File: src/rtl/fetch_stage_pkg.sv
// Purpose: shared fetch-stage state encodings and constants.
// Latency: none (declarations only).
// Backpressure: none (declarations only).
package fetch_stage_pkg;

    typedef enum logic [1:0] {
        FS_IDLE    = 2'd0,
        FS_REQ     = 2'd1,
        FS_DISCARD = 2'd2
    } fs_state_e;

    // Byte distance between consecutive instruction words.
    localparam int unsigned PC_STEP = 4;

    // Value shown on the instruction output before anything has been fetched.
    localparam logic [31:0] NOP_INSTR = 32'h0000_0000;

endpackage

File: src/rtl/fetch_buffer.sv
// Purpose: small synchronous FIFO holding {pc, instr} entries between imem and decode.
// Latency: a pushed entry is visible at the head on the cycle after the push.
// Backpressure: push is dropped when full unless a pop frees a slot in the same cycle; flush wins over push/pop.
module fetch_buffer #(
    parameter int DEPTH = 2,
    parameter int WIDTH = 64
) (
    input  logic                       clk_i,
    input  logic                       rst_i,
    input  logic                       push_i,
    input  logic [WIDTH-1:0]           push_dat_i,
    input  logic                       pop_i,
    input  logic                       flush_i,
    output logic [WIDTH-1:0]           head_dat_o,
    output logic                       full_o,
    output logic                       empty_o,
    output logic [$clog2(DEPTH+1)-1:0] count_o
);

    localparam int AW = (DEPTH > 1) ? $clog2(DEPTH) : 1;
    localparam int CW = $clog2(DEPTH + 1);

    logic [WIDTH-1:0] mem_q [DEPTH];
    logic [AW-1:0]    wr_ptr_q;
    logic [AW-1:0]    rd_ptr_q;
    logic [CW-1:0]    cnt_q;
    logic [CW-1:0]    cnt_d;
    logic             do_push;
    logic             do_pop;

    assign full_o     = (cnt_q == CW'(DEPTH));
    assign empty_o    = (cnt_q == '0);
    assign count_o    = cnt_q;
    assign head_dat_o = mem_q[rd_ptr_q];

    // A full buffer still accepts a push when the head leaves in the same cycle.
    assign do_push = push_i && (!full_o || pop_i);
    assign do_pop  = pop_i && !empty_o;

    // Occupancy after this cycle's push/pop.
    always_comb begin
        cnt_d = cnt_q;
        if (do_push && !do_pop) begin
            cnt_d = cnt_q + CW'(1);
        end else if (do_pop && !do_push) begin
            cnt_d = cnt_q - CW'(1);
        end
    end

    // Entry storage; no reset needed since occupancy gates visibility.
    always_ff @(posedge clk_i) begin
        if (do_push && !flush_i) begin
            mem_q[wr_ptr_q] <= push_dat_i;
        end
    end

    // Pointers and occupancy; DEPTH is a power of two so pointers wrap naturally.
    always_ff @(posedge clk_i) begin
        if (rst_i || flush_i) begin
            wr_ptr_q <= '0;
            rd_ptr_q <= '0;
            cnt_q    <= '0;
        end else begin
            if (do_push) begin
                wr_ptr_q <= wr_ptr_q + AW'(1);
            end
            if (do_pop) begin
                rd_ptr_q <= rd_ptr_q + AW'(1);
            end
            cnt_q <= cnt_d;
        end
    end

endmodule

File: src/rtl/fetch_stage.sv
// Purpose: IF stage - owns the PC, issues one imem word request at a time, buffers {pc,instr} for decode.
// Latency: an ack is captured at its clock edge and appears on fs_o_ce the cycle after (1 word/cycle with a same-cycle ack).
// Backpressure: fs_i_stall holds the buffer head; no request is issued unless buffer entries plus outstanding fit.
// Optional: define FETCH_PERF_CNT_EN to add fs_o_fetch_cnt / fs_o_stall_cnt saturating counters.
module fetch_stage
    import fetch_stage_pkg::*;
#(
    parameter int                   PC_WIDTH  = 32,
    parameter int                   IWIDTH    = 32,
    parameter logic [PC_WIDTH-1:0]  RESET_PC  = '0,
    parameter int                   BUF_DEPTH = 2
) (
    input  logic                fs_clk,
    input  logic                fs_rst,
    input  logic                fs_i_ce,
    input  logic                fs_i_stall,
    input  logic                fs_i_change_pc,
    input  logic [PC_WIDTH-1:0] fs_i_target_pc,
    output logic                fs_o_imem_req,
    output logic [PC_WIDTH-1:0] fs_o_imem_addr,
    input  logic                fs_i_imem_ack,
    input  logic [IWIDTH-1:0]   fs_i_imem_data,
    output logic [IWIDTH-1:0]   fs_o_instr,
    output logic [PC_WIDTH-1:0] fs_o_pc,
`ifdef FETCH_PERF_CNT_EN
    output logic [31:0]         fs_o_fetch_cnt,
    output logic [31:0]         fs_o_stall_cnt,
`endif
    output logic                fs_o_ce
);

    localparam int CNT_W = $clog2(BUF_DEPTH + 1);
    localparam int ENT_W = PC_WIDTH + IWIDTH;
    localparam logic [CNT_W-1:0] DEPTH_C = CNT_W'(BUF_DEPTH);

    fs_state_e           state_q;
    logic [PC_WIDTH-1:0] pc_q;
    logic [PC_WIDTH-1:0] addr_q;
    logic                req_q;
    logic [PC_WIDTH-1:0] pc_inc;

    logic                buf_full;
    logic                buf_empty;
    logic [CNT_W-1:0]    buf_cnt;
    logic [ENT_W-1:0]    head_dat;
    logic                push_vld;
    logic                pop_vld;
    logic [CNT_W:0]      cnt_after;
    logic                space_after;

    logic [IWIDTH-1:0]   last_instr_q;
    logic [PC_WIDTH-1:0] last_pc_q;

    // In REQ the PC always equals the address on the bus, so the pushed pc is pc_q.
    assign pc_inc   = pc_q + PC_WIDTH'(PC_STEP);
    assign push_vld = (state_q == FS_REQ) && fs_i_imem_ack && !fs_i_change_pc;
    // Redirect beats pop: the flushed head is never counted as consumed.
    assign pop_vld  = !buf_empty && !fs_i_stall && !fs_i_change_pc;

    // Room check for keeping the request line up right after an ack.
    assign cnt_after   = {1'b0, buf_cnt} + (CNT_W+1)'(1) - (CNT_W+1)'(pop_vld);
    assign space_after = (cnt_after < {1'b0, DEPTH_C});

    fetch_buffer #(
        .DEPTH (BUF_DEPTH),
        .WIDTH (ENT_W)
    ) u_buf (
        .clk_i      (fs_clk),
        .rst_i      (fs_rst),
        .push_i     (push_vld),
        .push_dat_i ({pc_q, fs_i_imem_data}),
        .pop_i      (pop_vld),
        .flush_i    (fs_i_change_pc),
        .head_dat_o (head_dat),
        .full_o     (buf_full),
        .empty_o    (buf_empty),
        .count_o    (buf_cnt)
    );

    // Request FSM: PC, registered request line and address, DISCARD tracking of a redirected request.
    always_ff @(posedge fs_clk) begin
        if (fs_rst) begin
            state_q <= FS_IDLE;
            pc_q    <= RESET_PC;
            addr_q  <= RESET_PC;
            req_q   <= 1'b0;
        end else begin
            case (state_q)
                FS_IDLE: begin
                    if (fs_i_change_pc) begin
                        // Buffer is being flushed, so there is room for the target.
                        pc_q <= fs_i_target_pc;
                        if (fs_i_ce) begin
                            state_q <= FS_REQ;
                            req_q   <= 1'b1;
                            addr_q  <= fs_i_target_pc;
                        end
                    end else if (fs_i_ce && !buf_full) begin
                        state_q <= FS_REQ;
                        req_q   <= 1'b1;
                        addr_q  <= pc_q;
                    end
                end
                FS_REQ: begin
                    if (fs_i_change_pc) begin
                        pc_q <= fs_i_target_pc;
                        if (!fs_i_imem_ack) begin
                            // Keep req/addr stable; the late response will be dropped.
                            state_q <= FS_DISCARD;
                        end else if (fs_i_ce) begin
                            addr_q <= fs_i_target_pc;
                        end else begin
                            state_q <= FS_IDLE;
                            req_q   <= 1'b0;
                        end
                    end else if (fs_i_imem_ack) begin
                        pc_q <= pc_inc;
                        if (fs_i_ce && space_after) begin
                            addr_q <= pc_inc;
                        end else begin
                            state_q <= FS_IDLE;
                            req_q   <= 1'b0;
                        end
                    end
                end
                FS_DISCARD: begin
                    if (fs_i_change_pc) begin
                        pc_q <= fs_i_target_pc;
                    end
                    if (fs_i_imem_ack) begin
                        if (fs_i_ce) begin
                            state_q <= FS_REQ;
                            addr_q  <= fs_i_change_pc ? fs_i_target_pc : pc_q;
                        end else begin
                            state_q <= FS_IDLE;
                            req_q   <= 1'b0;
                        end
                    end
                end
                default: begin
                    state_q <= FS_IDLE;
                    req_q   <= 1'b0;
                end
            endcase
        end
    end

    // Remember the most recent head so the outputs hold their value once the buffer drains.
    always_ff @(posedge fs_clk) begin
        if (fs_rst) begin
            last_instr_q <= IWIDTH'(NOP_INSTR);
            last_pc_q    <= '0;
        end else if (!buf_empty) begin
            {last_pc_q, last_instr_q} <= head_dat;
        end
    end

    assign fs_o_imem_req  = req_q;
    assign fs_o_imem_addr = addr_q;
    assign fs_o_ce        = !buf_empty;
    assign {fs_o_pc, fs_o_instr} = buf_empty ? {last_pc_q, last_instr_q} : head_dat;

`ifdef FETCH_PERF_CNT_EN
    logic [31:0] fetch_cnt_q;
    logic [31:0] stall_cnt_q;

    // Saturating counts of buffered instructions and of stalled valid cycles.
    always_ff @(posedge fs_clk) begin
        if (fs_rst) begin
            fetch_cnt_q <= '0;
            stall_cnt_q <= '0;
        end else begin
            if (push_vld && (fetch_cnt_q != 32'hFFFF_FFFF)) begin
                fetch_cnt_q <= fetch_cnt_q + 32'd1;
            end
            if (!buf_empty && fs_i_stall && (stall_cnt_q != 32'hFFFF_FFFF)) begin
                stall_cnt_q <= stall_cnt_q + 32'd1;
            end
        end
    end

    assign fs_o_fetch_cnt = fetch_cnt_q;
    assign fs_o_stall_cnt = stall_cnt_q;
`endif

endmodule

File: config.mk
export PLATFORM = sky130hd
export DESIGN_NAME = fetch_stage
export DESIGN_NICKNAME = d
export VERILOG_FILES = /design/src/rtl/fetch_stage_pkg.sv /design/src/rtl/fetch_buffer.sv /design/src/rtl/fetch_stage.sv
export SDC_FILE = /design/constraint.sdc
export NUM_CORES = 1
export LEC_CHECK = 0
export BUFFER_PORTS_ARGS = -buffer_cell sky130_fd_sc_hd__buf_2
export CAP_MARGIN = 20
export CORE_ASPECT_RATIO = 1.2
export CORE_MARGIN = 3
export CORE_UTILIZATION = 49
export DETAILED_ROUTE_END_ITERATION = 16
export PLACE_DENSITY = 0.79
export SLEW_MARGIN = 5
export SYNTH_ARGS = -nofsm -noshare
export SYNTH_HDL_FRONTEND = slang
export SYNTH_SLANG_ARGS = --single-unit
File: constraint.sdc
create_clock -name fs_clk -period 7.4 [get_ports fs_clk]
set_clock_uncertainty 0.1 [all_clocks]
set_input_delay 2.22 -clock fs_clk [delete_from_list [all_inputs] [get_ports fs_clk]]
set_output_delay 2.22 -clock fs_clk [all_outputs]
set_load 0.01 [all_outputs]
# ---- Yosys cells after proc, flatten, opt, wreduce, memory -nomap -nowiden
# Memories as Yosys holds them, arrays and structs flattened. A register that Yosys moved wholly into a read port is not among the register bits.
# Index checks and enable logic that the tools add are counted.
dict set report totals {
  ff_bits 135
  latch_bits 0
  ram_bits 128
  rom_bits 0
  elab_cells 100
  memories 1
}
# name depth width read_ports rd_clocked_by_memory_dff write_ports line
set memory_table {}
lappend memory_table {u_buf.mem_q 2 64 1 1 1 fetch_buffer.sv:23} ;# logic [WIDTH-1:0] mem_q [DEPTH];
dict set report op_classes {
  add_sub_neg 7
  multipliers 0
  div 0
  order_cmp 1
  eq_ne 12
  n_shift 0
  mux 41
  n_bitwise 0
  reduce_logical 29
}
# cell n
set ops {}
lappend ops {{two-way mux 32 bit} 12}
lappend ops {{one-hot mux 32 bit (3 select lines)} 1}
lappend ops {{two-way mux 64 bit} 1}
lappend ops {{one-hot mux 32 bit (2 select lines)} 1}
lappend ops {{adder 32 x 3 -> 32 bit (second input constant)} 1}
lappend ops {{two-way mux 2 bit} 11}
lappend ops {{two-way mux 1 bit} 13}
lappend ops {{inequality test 3 bit (second input constant)} 4}
lappend ops {{AND reduction 6 bit} 2}
lappend ops {{logical AND 1 bit} 11}
lappend ops {{zero test 1 bit} 6}
lappend ops {{inequality test 2 bit (second input constant)} 3}
lappend ops {{one-hot mux 2 bit (3 select lines)} 1}
lappend ops {{equality test 2 bit (second input constant)} 2}
lappend ops {{zero test 2 bit} 2}
lappend ops {{inequality test 4 bit (second input constant)} 1}
lappend ops {{AND reduction 4 bit} 1}
lappend ops {{nonzero test 2 bit} 2}
lappend ops {{adder 2 x 1 -> 3 bit (second input constant)} 1}
lappend ops {{less-than comparator 3 x 2 -> 1 bit (second input constant)} 1}
lappend ops {{inequality test 3 x 2 -> 1 bit (second input constant)} 1}
lappend ops {{one-hot mux 1 bit (3 select lines)} 1}
lappend ops {{nonzero test 3 bit} 1}
lappend ops {{subtractor 3 x 1 -> 3 bit} 1}
lappend ops {{7 further kinds} 9}

# ---- Longest topological paths before layout
dict set report depth {
  word_depth 11
  depth_mapped 10
  mapped_depth_nobuf 8
}

# ---- By module
# Synthesis repeated with hierarchy kept, for this count alone.
dict set report hier_totals {
  hier_cells 1111
  hier_area_um2 12305.6
}
# module instances cells_each area_per_inst_um2 seq_area_each_um2
set modules_own_cells {}
lappend modules_own_cells {fetch_stage 1 885 7428.4 2622.5}
lappend modules_own_cells {fetch_buffer 1 226 4877.2 3943.8}

# ---- Worst setup path before layout
# OpenSTA, ideal clock, no wires.
dict set report synth_path {
  path_type {input -> register}
  from {in fs_i_change_pc}
  to {mem u_buf.mem_q[0][0], enable pin}
  setup_ps 494
  arrival_time_ps 5892
  path_slack_ps 915
  stages 4
  path_buffers 1
  cell_sequence {clkbuf_1 nand2b_1 a311oi_1 nor2b_1}
}
dict set report synth_between {
  elab_chain_cells 7
  word_cells_on_any_way 8
  cone_classes {mux: 2; reduce/logical: 6}
}
# item line
set synth_rtl {}
lappend synth_rtl {{start: declaration} fetch_stage.sv:17} ;# input logic fs_i_change_pc,
lappend synth_rtl {{zero test 1 bit *} {fetch_stage.sv:56, fetch_stage.sv:58}}
lappend synth_rtl {{logical AND 1 bit} fetch_stage.sv:58} ;# assign pop_vld = !buf_empty && !fs_i_stall && !fs_i_change_pc;
lappend synth_rtl {{logical OR 1 bit} fetch_buffer.sv:37} ;# assign do_push = push_i && (!full_o || pop_i);
lappend synth_rtl {{logical AND 1 bit *} fetch_buffer.sv:37}
lappend synth_rtl {{net u_buf.do_push} fetch_buffer.sv:28} ;# logic do_push;
lappend synth_rtl {{logical AND 1 bit *} fetch_buffer.sv:52} ;# if (do_push && !flush_i) begin
lappend synth_rtl {{two-way mux 1 bit *} fetch_buffer.sv:52}
lappend synth_rtl {{two-way mux 1 bit (implied by the code) *} fetch_buffer.sv:53} ;# mem_q[wr_ptr_q] <= push_dat_i;
lappend synth_rtl {{end: declaration} fetch_buffer.sv:23}
# Mark *: on every way through the listed nets, which the timed path passes. The rest lies on a longest branch.

==> results.toml <==
[floorplanning]
die_h_um = 176.0
ios = 168
floorplan.initialDensity = 0.5038
fp.dieArea_um2 = 26000
rows = 61
area_inside_the_core_boundary_um2 = 23430
die_width_um = 147.7

[timing]
timing.max_slew.rel_slack = 0.3659
timing.final.setup_violations = 0
grt_setup_unrepaired = "no"
post-route-worst-setup-slack_ns = 2.481
max_clock_freq_mhz = 203.3
finalWorstPathRequiredPeriod_ns = 4.919
timing.final.hold_violations = 0
post-route-period-util = 0.6647
tightest_slew_ns = 0.9412
fin_setup_tns_ns = 0
timing_max_transition_violations_final = 0
fin_worst_hold_slack_ns = 0.4020

[clocking]
cts.repair.resized = 0
cts_hold_bufs = 0
cts_tree = "yes"
cts_inserted_buffers = 26
ctsRootBufferMaster = "sky130_fd_sc_hd__clkbuf_16"
clk_buf_depth = 3
clock_insertion_delay_worst_skew_ns = 0.53
postCtsSetupRepairBufs = 0
cts_htree_levels = 1
tritoncts_num_sinks = 264
clk_pin_slew_worst_paths_ns = 0.06

[detailed_routing]
wl_per_cell_um = 18.52
via_count = 9307
initialDrtViolationCount = 1039
remaining_drc_errors = 0
drt_first_pass_iters = 6
routed_wl_mm = 29.90
avgViaCountPerCell = 5.766
ant_nets = 0

[critical_path]
crit-reg2reg-launch = "state_q[0]"
reg2reg_to = "fs_o_imem_addr[27]"
cp_max_fo = 39
cp-start-kind = "register"
critical_setup_path_kind = "reg2out"
crit_arrival_ns = 2.60
timing.reg2reg.setup_slack_ns = 3.96
crit_path_end_kind = "output pin"
crit_required_ns = 5.08
rr_worst_depth = 7

[pwr]
total_switching_power_uw = 911.8
pwr_density_cell_nw_per_um2 = 251.2
seq_power_share = 0.487
sw_frac_of_total = 0.2646
clkPwrFrac = 0.378
cell_internal_pwr_uw = 2534
combinationalPowerShare = 0.135
irDropWorstVdd_mv = 0.1591
power_leakage_uw = 0.005016

[global_routing]
grt_antenna_before_repair = 0
vias_in_the_first_global_route = 8834
first_pass_grt_wire_length_mm = 46.82
grt_use_total = 0.2214
pin_count_of_the_biggest_net_entering_global_routing = 131
grt_overflow_total = 0

[synthesis]
synth-seq-cells = 264
synthesis.nets = 1239
ys_top_cells_by_count = "sky130_fd_sc_hd__dfxtp_1 (136), sky130_fd_sc_hd__nand2_1 (135), sky130_fd_sc_hd__edfxtp_1 (128)"
primary_ff_master_synth = "sky130_fd_sc_hd__dfxtp_1"
synth_cell_types = 56
synthesis.area_um2 = 11800
synth.avg_cell_area_um2 = 10.15
netlist.area_leader.share = 0.3256
synthCells = 1163
yosys_warning_count = 0
ys_top_cells_by_area = "sky130_fd_sc_hd__edfxtp_1 (33%), sky130_fd_sc_hd__dfxtp_1 (23%), sky130_fd_sc_hd__mux2i_1 (7.2%)"
synth_top_area_cell = "sky130_fd_sc_hd__edfxtp_1"
synth-async-reset-ratio = 0
synth_edf_count = 128
yosys.cell_count.top_type = "sky130_fd_sc_hd__dfxtp_1"
seq_area_frac_synth = 0.5563

[finish]
stdcell_area_um2 = 13720
proportion_of_layout_cells_with_a_drive_suffix_above_1 = 0.1886
final_net_count = 1355
synthToLayoutAreaGrowth_pct = 16.21
insertedDiodeCount = 0
core_occupancy_in_the_finished_layout = 0.5854

[place]
place_congestion = 0.8971
i_o_buffers = 167
placement.setup.worst_slack_ns = 2.362
dpl_cell_area_um2 = 12830
place.detailed.hpwl_mm = 19.84

[min_path]
min-delay-path-class = "reg2reg"
holdCritStartpoint = "state_q[0]"
hold-path-cell-count = 2
hold-path-endpoint = "state_q[0]"

[run_status]
run_status = "finished clean"

[run]
maxCapViolCount = 0
==> cell usage in the layout (no fill, tap or decap), drive strengths merged, types with 6 or more instances in the layout <==
cell and instances:
mux2i 85, nand4 15, nand3 26, a22oi 8, xor2 7, clkbuf 37, a211oi 17, ha 6
xnor2 19, dfxtp 136, a222oi 12, clkinv 8, a21oi 55, a31oi 9, nand2 135, nor2 79
or3 15, nor3 21, and3 6, inv 15, o21ai 117, a311oi 19, edfxtp 128, buf 181
nor2b 71
==> power groups by stage <==
stage / clock network (µW) / registers [µW] / logic, µW
2_1_floorplan: 0 / 1690 / 294
3_3_place_gp: 0 / 1700 / 447
3_5_place_dp: 0 / 1710 / 459
4_1_cts: 1330 / 1680 / 463
5_1_grt: 1390 / 1690 / 511
6_report: 1300 / 1680 / 464
==> per-layer routing <==
layer  track usage  up-vias  share of wire
met1        0.2924     4324           0.41
met2        0.3698      447           0.48
met3       0.03389       71          0.083
met5             0        -              0
met4       0.08430        0          0.035
li1              -     4465              -
==> sequential cells by signal, indices dropped and copies added, names as in the netlist, named ones only <==
register        count
fs_o_imem_req       1
fs_o_imem_addr     32
u_buf.rd_ptr_q      1
pc_q               32
state_q             2
u_buf.mem_q       128
u_buf.wr_ptr_q      1
last_instr_q       32
u_buf.count_o       2
last_pc_q          32
==> cells by family (layout without fill, tap and decap cells) <==
group / after synthesis / in the layout / share of synthesized area
AOI/OAI and AO/OA: 278 / 278 / 0.1462
xor gates and xnor gates: 26 / 26 / 0.01929
adders and majority gates: 6 / 6 / 0.006360
buffers and inverters: 107 / 243 / 0.03456
DFF: 264 / 264 / 0.5563
muxes: 89 / 89 / 0.07590
and+or+nand+nor: 393 / 393 / 0.1614
==> layout make-up <==
cell class	count	area [µm²]
clock inverters	11	75.07
repair buffers	181	968.4
fillers	1987	9714
flip-flops and latches	264	6570
inverters	14	52.55
clock buffers	37	793.3
multi-input cells	792	4863
well taps	315	394.1
==> how the worst max path moves through the flow <==
stage	from	to	slack (ns)	cells after the start
floorplan	fs_i_change_pc	u_buf.mem_q[0][0]	0.91	4
global placement	fs_i_change_pc	u_buf.mem_q[0][31]	2.48	5
detailed placement	fs_i_change_pc	pc_q[16]	2.36	7
CTS	register	fs_o_pc[24]	2.45	4
global route	register	fs_o_pc[2]	2.36	4
finish	register	fs_o_pc[2]	2.48	4
==> stage by stage <==
step / instances / power (µW)
2_1_floorplan: 1163 / 1989
3_3_place_gp: 1565 / 2150
3_5_place_dp: 1565 / 2167
4_1_cts: 1613 / 3467
5_1_grt: 1614 / 3585
6_report: 1614 / 3446
==> critical path, cell delays in order, from the launching register on <==
cell and delay (ns):
sky130_fd_sc_hd__dfxtp_4 0.79, sky130_fd_sc_hd__buf_4 0.52, sky130_fd_sc_hd__mux2i_1 0.40, sky130_fd_sc_hd__o21ai_0 0.15, sky130_fd_sc_hd__buf_2 0.17
(Power assumes the default switching activity.)
